<file path="config.mk">
export PLATFORM = sky130hd
export DESIGN_NAME = fft8_mad_sched
export DESIGN_NICKNAME = d
export VERILOG_FILES = /design/src/rtl/fft8_mad_sched.sv
export SDC_FILE = /design/constraint.sdc
export NUM_CORES = 1
export LEC_CHECK = 0
export BUFFER_PORTS_ARGS = -buffer_cell sky130_fd_sc_hd__buf_4
export CORE_ASPECT_RATIO = 0.75
export CORE_MARGIN = 1
export CORE_UTILIZATION = 30
export CTS_CLUSTER_SIZE = 8
export DETAILED_ROUTE_END_ITERATION = 8
export GPL_TIMING_DRIVEN = 1
export MAX_ROUTING_LAYER = met4
export PLACE_DENSITY = 0.54
export REMOVE_ABC_BUFFERS = 1
export SETUP_SLACK_MARGIN = 0.4
export SYNTH_ARGS = -nofsm -noshare
export SYNTH_HDL_FRONTEND = slang
export SYNTH_SLANG_ARGS = --single-unit
export TNS_END_PERCENT = 30
</file>
<file path="constraint.sdc">
create_clock -name clk -period 2.4 [get_ports clk]
set_input_delay 0.36 -clock clk [delete_from_list [all_inputs] [get_ports clk]]
set_output_delay 0.36 -clock clk [all_outputs]
set_load 0.01 [all_outputs]
</file>
<file path="src/rtl/fft8_mad_sched.sv">
// Issue/drain sequencer driving cpx_mad across an in-place 8-point radix-2 DIT FFT (3 stages x 4 butterflies).
// Define FFT8_SCHED_INVERSE_EN to add the `inverse` input, which selects conjugate twiddles for a pass.
module fft8_mad_sched #(
    parameter int MAD_LAT = 2   // rd_en to cpx_mad result latency, legal range 1..8
) (
    input  logic       clk,
    input  logic       rst_n,
    input  logic       start,
    input  logic       hold,
`ifdef FFT8_SCHED_INVERSE_EN
    input  logic       inverse,
`endif
    output logic       busy,
    output logic       done,
    output logic [1:0] stage,
    output logic       rd_en,
    output logic [2:0] rd_addr_a,
    output logic [2:0] rd_addr_b,
    output logic [2:0] twiddle_index,
    output logic       wr_en,
    output logic [2:0] wr_addr_a,
    output logic [2:0] wr_addr_b
);

    localparam int ADDR_W = 3;

    typedef enum logic [1:0] {
        S_IDLE   = 2'd0,
        S_ISSUE  = 2'd1,
        S_DRAIN  = 2'd2,
        S_FINISH = 2'd3
    } state_t;

    typedef struct packed {
        logic              vld;
        logic [ADDR_W-1:0] addr_a;
        logic [ADDR_W-1:0] addr_b;
    } wb_t;

    state_t            r_state;
    state_t            w_state_nxt;
    logic [1:0]        r_stage;
    logic [1:0]        w_stage_nxt;
    logic [1:0]        r_k;
    logic [1:0]        w_k_nxt;
    logic              w_issue;
    logic              w_busy_nxt;
    logic              w_done_nxt;
    logic              w_inflight;
    logic              w_drain_done;
    logic [ADDR_W-1:0] w_addr_a;
    logic [ADDR_W-1:0] w_addr_b;
    logic [ADDR_W-1:0] w_tw_fwd;
    logic [ADDR_W-1:0] w_tw;

    logic              r_busy;
    logic              r_done;
    logic              r_rd_en;
    logic [ADDR_W-1:0] r_rd_addr_a;
    logic [ADDR_W-1:0] r_rd_addr_b;
    logic [ADDR_W-1:0] r_twiddle;
    wb_t               r_dly [MAD_LAT];

    // A stage is drained once the only valid entry left is the write-back leaving the line this cycle.
    always_comb begin
        w_inflight = r_rd_en;
        for (int i = 0; i < MAD_LAT - 1; i++) begin
            w_inflight = w_inflight | r_dly[i].vld;
        end
        w_drain_done = (r_state == S_DRAIN) && r_dly[MAD_LAT-1].vld && !w_inflight;
    end

    always_ff @(posedge clk or negedge rst_n) begin
        if (!rst_n) begin
            r_state <= S_IDLE;
        end else begin
            // NOTE: sequential state is updated with non-blocking assignments so every register samples pre-edge values.
            r_state <= w_state_nxt;
        end
    end

    always_comb begin
        // NOTE: every combinational output gets a default first so no path can infer a latch.
        w_state_nxt = r_state;
        case (r_state)
            S_IDLE:   if (start) w_state_nxt = S_ISSUE;
            S_ISSUE:  if (!hold && (r_k == 2'd3)) w_state_nxt = S_DRAIN;
            S_DRAIN:  if (w_drain_done) w_state_nxt = (r_stage == 2'd2) ? S_FINISH : S_ISSUE;
            S_FINISH: w_state_nxt = S_IDLE;
            default:  w_state_nxt = S_IDLE;
        endcase
    end

    // Outputs are computed from the next state so that the registered strobes line up with it.
    always_comb begin
        w_issue     = 1'b0;
        w_stage_nxt = r_stage;
        case (r_state)
            S_IDLE: begin
                w_stage_nxt = 2'd0;
                w_issue     = start && !hold;
            end
            S_ISSUE: w_issue = !hold;
            S_DRAIN: begin
                if (w_drain_done && (r_stage != 2'd2)) begin
                    w_stage_nxt = r_stage + 2'd1;
                    w_issue     = !hold;
                end
            end
            S_FINISH: w_stage_nxt = 2'd0;
            default:  w_stage_nxt = 2'd0;
        endcase
        // k wraps 3 -> 0 on the last issue, so it is already cleared for the next stage or pass.
        w_k_nxt    = w_issue ? (r_k + 2'd1) : r_k;
        w_busy_nxt = (w_state_nxt == S_ISSUE) || (w_state_nxt == S_DRAIN);
        w_done_nxt = (w_state_nxt == S_FINISH);
    end

    // Butterfly k of stage s: pairs are span = 2^s apart, twiddle = pos << (2 - s).
    always_comb begin
        w_addr_a = '0;
        w_addr_b = '0;
        w_tw_fwd = '0;
        case (w_stage_nxt)
            2'd0: begin
                w_addr_a = {r_k, 1'b0};
                w_addr_b = {r_k, 1'b1};
            end
            2'd1: begin
                w_addr_a = {r_k[1], 1'b0, r_k[0]};
                w_addr_b = {r_k[1], 1'b1, r_k[0]};
                w_tw_fwd = {1'b0, r_k[0], 1'b0};
            end
            2'd2: begin
                w_addr_a = {1'b0, r_k};
                w_addr_b = {1'b1, r_k};
                w_tw_fwd = {1'b0, r_k};
            end
            default: begin
                w_addr_a = '0;
                w_addr_b = '0;
                w_tw_fwd = '0;
            end
        endcase
    end

`ifdef FFT8_SCHED_INVERSE_EN
    logic r_inv;
    logic w_inv_nxt;

    always_comb begin
        w_inv_nxt = r_inv;
        if ((r_state == S_IDLE) && start) w_inv_nxt = inverse;
    end

    always_ff @(posedge clk or negedge rst_n) begin
        if (!rst_n) r_inv <= 1'b0;
        else        r_inv <= w_inv_nxt;
    end

    // Conjugate twiddle W8^-n is index (8 - n) mod 8.
    assign w_tw = w_inv_nxt ? (3'd0 - w_tw_fwd) : w_tw_fwd;
`else
    assign w_tw = w_tw_fwd;
`endif

    always_ff @(posedge clk or negedge rst_n) begin
        if (!rst_n) begin
            r_stage     <= 2'd0;
            r_k         <= 2'd0;
            r_busy      <= 1'b0;
            r_done      <= 1'b0;
            r_rd_en     <= 1'b0;
            r_rd_addr_a <= '0;
            r_rd_addr_b <= '0;
            r_twiddle   <= '0;
            // NOTE: the write-back line is reset entry by entry so an aborted pass leaves no write pending.
            for (int i = 0; i < MAD_LAT; i++) begin
                r_dly[i] <= '0;
            end
        end else begin
            r_stage     <= w_stage_nxt;
            r_k         <= w_k_nxt;
            r_busy      <= w_busy_nxt;
            r_done      <= w_done_nxt;
            r_rd_en     <= w_issue;
            r_rd_addr_a <= w_issue ? w_addr_a : '0;
            r_rd_addr_b <= w_issue ? w_addr_b : '0;
            r_twiddle   <= w_issue ? w_tw : '0;
            // The line shifts every cycle regardless of hold, so issued butterflies always retire.
            r_dly[0]    <= '{vld: r_rd_en, addr_a: r_rd_addr_a, addr_b: r_rd_addr_b};
            for (int i = 1; i < MAD_LAT; i++) begin
                r_dly[i] <= r_dly[i-1];
            end
        end
    end

    assign busy          = r_busy;
    assign done          = r_done;
    assign stage         = r_stage;
    assign rd_en         = r_rd_en;
    assign rd_addr_a     = r_rd_addr_a;
    assign rd_addr_b     = r_rd_addr_b;
    assign twiddle_index = r_twiddle;
    assign wr_en         = r_dly[MAD_LAT-1].vld;
    assign wr_addr_a     = r_dly[MAD_LAT-1].addr_a;
    assign wr_addr_b     = r_dly[MAD_LAT-1].addr_b;

endmodule

</file>
==> results of run 1 <==
[where the power goes]
part	leakage [nW]	internal [mW]	switching, mW
logic	0.342	0.249	0.269
registers	0.405	0.666	0.0986
clock network	0.0470	0.224	0.176
[sequential cells by signal, indices dropped and copies added (netlist names), 2 cells and up]
signal,flops
r_dly,7
rd_addr_a,3
rd_addr_b,3
wr_addr_a,3
wr_addr_b,3
r_k,2
r_state,2
stage,2
twiddle_index,2
[synth_stat cells, drive strengths merged]
library cell / instances
nor2b: 2
a211oi: 3
o21a: 2
conb: 1
o22ai: 2
a21oi: 1
or2: 2
a32oi: 1
or3: 1
clkinv: 1
a31oi: 1
nor3: 2
o2bb2ai: 2
o21ai: 5
nor4b: 1
and2: 1
nand2: 6
o31ai: 1
xnor2: 1
o32a: 1
dfrtp: 31
ha: 6
inv: 5
or4b: 1
nand2b: 3
buf: 7
o32ai: 1
nor2: 8
[through the flow]
step | setup TNS [ns] | power (mW) | cells | setup WS, ns | hold WS, ns
floorplan | -0.339 | 0.997 | 92 | -0.109 | 0.0644
global placement | 0 | 1.23 | 175 | 0.0514 | 0.307
detailed placement | -0.0112 | 1.24 | 175 | -0.00759 | 0.313
CTS | 0 | 1.67 | 183 | 0.210 | 0.0131
global route | 0 | 1.78 | 183 | 0.112 | 0.0335
finish | 0 | 1.68 | 183 | 0.178 | 0.00776
[path summary, 6_finish.rpt]
kind | endpoint
min in group clk | wr_addr_a[1]
hold / removal | rd_addr_b[0]
hold reg to reg | wr_addr_a[1]
max in group asynchronous | rd_addr_a[2]
setup / recovery | rd_addr_b[0]
setup reg to reg | rd_addr_b[0]
[final cells by class]
cell class | count | area, um^2 | share of cell area [%]
clock buffers | 6 | 82.6 | 4.87
well taps | 52 | 65.1 | 3.83
multi-input cells | 55 | 500 | 29.5
clock inverters | 1 | 5.00 | 0.295
flip-flops and latches | 31 | 776 | 45.7
repair buffers | 32 | 240 | 14.2
inverters | 6 | 27.5 | 1.62
[layer usage]
metal / up-vias / routed length (um) / track usage [%]
met5: - / 0 / -
met4: 0 / 8 / 4.95
met3: 2 / 116 / 4.09
met2: 24 / 1130 / 20.2
met1: 415 / 1240 / 14.6
li1: 396 / - / -
[worst max-delay path: stages, from the launching register on]
cell and delay [ns]:
dfrtp_1 0.34, inv_1 0.05, ha_2 0.18, or4b_4 0.51, or2_4 0.30, o21a_1 0.22
ha_4 0.18, buf_4 0.14, o21ai_4 0.12, a21oi_1 0.07
[cell families after synthesis]
group,synth area share (%)
flip-flops,61.8
adder cells (fa/ha/maj),5.98
other,0.299
XOR/XNOR,0.698
buffers and inverters,6.38
AO/OA/AOI/OAI,12.5
AND/OR/NAND/NOR,12.4
[timing repair]
item / 4_1_cts / 5_1_grt
setup endpoints to repair: 8 / 8
setup buffers: 1 / 0
pin swaps: 5 / 5
gates resized for setup: 12 / 9
==> flow_metrics.tcl, run 1 <==
set metrics [dict create \
    vias 837 \
    die_x_um 76.7 \
    criticalPathCategory "flop to flop" \
    drive_above_1_share_pct 43.5 \
    setup.worst_path.start "stage[0]" \
    antenna_found_initial 0 \
    num_rows 19 \
    final_nets 141 \
    grt_start_max_net_pins 32 \
    die-area_mm2 0.00445 \
    design_area_mm2 0.00170 \
    drcViolationCount 0 \
    nFillCells 358 \
    maxCapViolations 0 \
    min_period_ns 2.22 \
    ir_drop_uv 337 \
    dpl_cell_area_mm2 0.00150 \
    avgRoutedWirePerCell_um 13.6 \
    worstPathArrival_ns 2.38 \
    initial_utilization_pct 32.8 \
    max_freq_mhz 450 \
    synth_warnings 0 \
    crit_path_end_kind "flop" \
    final_cell_mix "buf_4 (32), dfrtp_1 (31), nor2_1 (8), clkbuf_8 (6)" \
    ios 25 \
    grt_pass1_wl_um 3970 \
    hold_viol 0 \
    cts_buffers 5 \
    yosysSeqAreaShare_pct 61.8 \
    fin_skew_ns 0.00488 \
    worst_setup_path_start_kind "flop" \
    area_growth_pct 35.2 \
    dp_hpwl_um 1750 \
    ys_ff_latch 31 \
    reg2regPathDepth 9 \
    status "completed" \
    r2r_setup_slack_ns 0.18 \
    grt_pass1_vias 842 \
    synth_top_area_share_pct 61.8 \
    crit_path_max_fanout 4 \
    clock-sinks 31 \
    rsz0062_at_grt "yes" \
    antenna_cells 0 \
    clk_pin_slew_ns 0.06 \
    hold_path_class "input port to async pin" \
    final_core_util_pct 44.3 \
    routabilityCongestion 0.886 \
    postCtsHoldBufs 0 \
    drt-vias-per-instance 4.57 \
    h-tree-depth 2 \
    worstReg2RegStart "stage[0]" \
    leakage_nw 0.794 \
    die_h_um 58.0 \
    totalWireLength_um 2500 \
    track_usage_pct 12.5 \
    overflow 0 \
    min_period_over_period_pct 92.6 \
    root_buffer "clkbuf_8" \
    clock_path_buffers 2 \
    cts_tree "built" \
    synthesis.area_mm2 0.00125 \
    finalMaxSlewViolations 0 \
    syn_inst 99 \
    cellPowerDensity_mw_per_mm2 992 \
    postRouteAntennaNets 0 \
    dr.pass1.iters 4 \
    synth_area_per_cell_um2 12.7 \
    worstPathRequired_ns 2.56 \
    ys_top_cells_by_area "dfrtp_1 (62%), ha_1 (6.0%), buf_4 (4.2%)" \
    setup_viol 0 \
    worstSkewPairLatency_ns 0.27 \
    synth_cell_type_count 30 \
    core_mm2 0.00383 \
    drtIter0Drc 18 \
    final_common_cell "buf_4" \
    yosysTopAreaCell "dfrtp_1" \
    io_buffers 23 \
]
No activity file was read; power rests on OpenSTA's default activity.
==> inputs of run 2 (changes only) <==
==> constraint.sdc (replaced) <==
create_clock -name clk -period 1.85 [get_ports clk]
set_input_delay 0 -clock clk [delete_from_list [all_inputs] [get_ports clk]]
set_output_delay 0 -clock clk [all_outputs]
set_load 0.01 [all_outputs]
==> run 2 against run 1 <==
- the flow now finishes with violations (setup timing)
- total power up 50%
- sequential share of layout area down 3.7 points
- clock-buffer cell count unchanged
- worst hold slack better by 0.19 ns
- maximum frequency grew 1.6%
- routed wire length grew 1.6%
- global-route usage rose by 0.42 points
- core utilization increased by 4.0 points
- combinational power up 68%
- largest cell class unchanged
==> flow_metrics.tcl, run 2 (synthesis results as in run 1) <==
set metrics [dict create \
    criticalPathCategory "flop to flop" \
    maxCapViolations 0 \
    die_x_um 76.7 \
    die-area_mm2 0.00445 \
    grt_pass1_vias 855 \
    fin_skew_ns 0.00475 \
    grt_start_max_net_pins 32 \
    antenna_found_initial 0 \
    path_buf_inv 1 \
    hold_path_class "input port to async pin" \
    crit_top_cell "o21a_1" \
    cts_tree "built" \
    fin_cells 194 \
    area_growth_pct 47.3 \
    slowest_stage "or4b_4" \
    overflow 0 \
    hold_ws_ns 0.197 \
    dr.pass1.iters 4 \
    avgRoutedWirePerCell_um 13.1 \
    drcViolationCount 0 \
    hold_viol 0 \
    largest_reg_flops 7 \
    cpPeakStageDelay_ns 0.51 \
    num_rows 19 \
    crit_path_end_kind "flop" \
    postRouteAntennaNets 0 \
    vias 873 \
    h-tree-depth 2 \
    drt-vias-per-instance 4.50 \
    final_cell_mix "buf_4 (40), dfrtp_1 (31), nor2_1 (8), clkbuf_8 (6), inv_1 (5)" \
    setup_ws_ns -0.338 \
    rsz0062_at_grt "yes" \
    totalWireLength_um 2540 \
    place_worst_setup_slack_ns -0.546 \
    min_period_ns 2.19 \
    io_buffers 23 \
    worstSkewPairLatency_ns 0.28 \
    finalMaxSlewViolations 0 \
    critical_path.top_delay_family "simple AND/OR/NAND/NOR gates" \
    cellPowerDensity_mw_per_mm2 1360 \
    routabilityCongestion 0.951 \
    final_common_cell "buf_4" \
    worstPathCellList "inv_1, ha_2, or4b_4, or2_4, o21a_1, ha_4, nand2_4, o31ai_4, o21a_1" \
    leakage_nw 0.864 \
    setup_viol 11 \
    ir_drop_uv 769 \
    max_freq_mhz 457 \
    worst_setup_path_start_kind "flop" \
    place_inst 183 \
    grt_pass1_wl_um 4210 \
    power.share.clock_pct 26.8 \
    die_h_um 58.0 \
    comb_power_share_pct 34.4 \
    worstPathRequired_ns 2.01 \
    seq_power_share_pct 38.8 \
    total_power_mw 2.52 \
    cts_buffers 5 \
    worstPathArrival_ns 2.35 \
    ios 25 \
    p_switching_mw 0.780 \
    intPower_mw 1.74 \
    clk_pin_slew_ns 0.07 \
    clock-sinks 31 \
    status "finished with violations" \
    violations "setup timing" \
    antenna_cells 0 \
    dp_hpwl_um 1670 \
    track_usage_pct 12.9 \
    initial_utilization_pct 32.8 \
    root_buffer "clkbuf_8" \
    drive_above_1_share_pct 51.4 \
    largest-register "r_dly" \
    power.share.switching_pct 31.0 \
    core_mm2 0.00383 \
    clock_path_buffers 2 \
    min_period_over_period_pct 118 \
    crit_path_max_fanout 4 \
    final_nets 151 \
    drtIter0Drc 12 \
]
==> run 2: cell count changes in the layout (fill, tap and decap cells not counted), moves of 2 or more <==
cell           delta
dlygate4sd3_1     +2
o21ai_4           -2
o21ai_2           +2
buf_4             +8
==> run 2: timing repair <==
item	CTS	global route
hold buffers	2	0
buffers inserted	1	0
gates resized for setup	22	6
hold endpoints to repair	32	0
setup endpoints to repair	16	16
pin swaps	14	5
==> run 2: cell type report <==
cell class / count / area [um^2]
Timing Repair Buffer: 42 / 320
Tap cell: 52 / 65.1
Inverter: 6 / 27.5
Clock buffer: 6 / 82.6
Sequential cell: 31 / 776
Clock inverter: 2 / 35.0
Fill cell: 335 / 1980
Multi-Input combinational cell: 55 / 542
==> run 2: routing by layer <==
metal	vias to the layer above	track usage [%]	share of wire (%)
li1	420	-	-
met1	425	16.7	48
met2	24	19.1	47
met3	4	3.94	4.6
met4	0	4.95	0.99
met5	-	-	0
==> run 2: metrics by stage <==
| stage | cell area (um^2) | util [%] | TNS, ns |
|---|---|---|---|
| floorplan | 1200 | - | -4.75 |
| global placement | 1560 | 40.8 | -3.83 |
| detailed placement | 1560 | 40.8 | -4.27 |
| CTS | 1810 | 47.3 | -2.51 |
| global route | 1850 | 48.3 | -3.60 |
| finish | 1850 | 48.3 | -2.66 |
==> run 2: path summary, 6_finish.rpt <==
path | depth (start not counted) | start | end | slack (ns)
max in group asynchronous | 2 | rst_n | wr_addr_a[0] | 1.38
setup / recovery | 9 | stage[0] | rd_addr_b[1] | -0.34
hold / removal | 2 | rst_n | rd_addr_b[0] | 0.20
setup reg to reg | 9 | stage[0] | rd_addr_b[1] | -0.34
min in group clk | 4 | start | twiddle_index[0] | 0.29
hold reg to reg | 0 | r_dly[12] | wr_addr_a[2] | 0.35
==> run 2: power groups by stage <==
stage,clock [mW],sequential (mW),combinational (mW)
floorplan,0,1.02,0.270
global placement,0,0.971,0.714
detailed placement,0,0.979,0.717
CTS,0.703,0.975,0.814
global route,0.730,1.00,0.948
finish,0.676,0.977,0.867
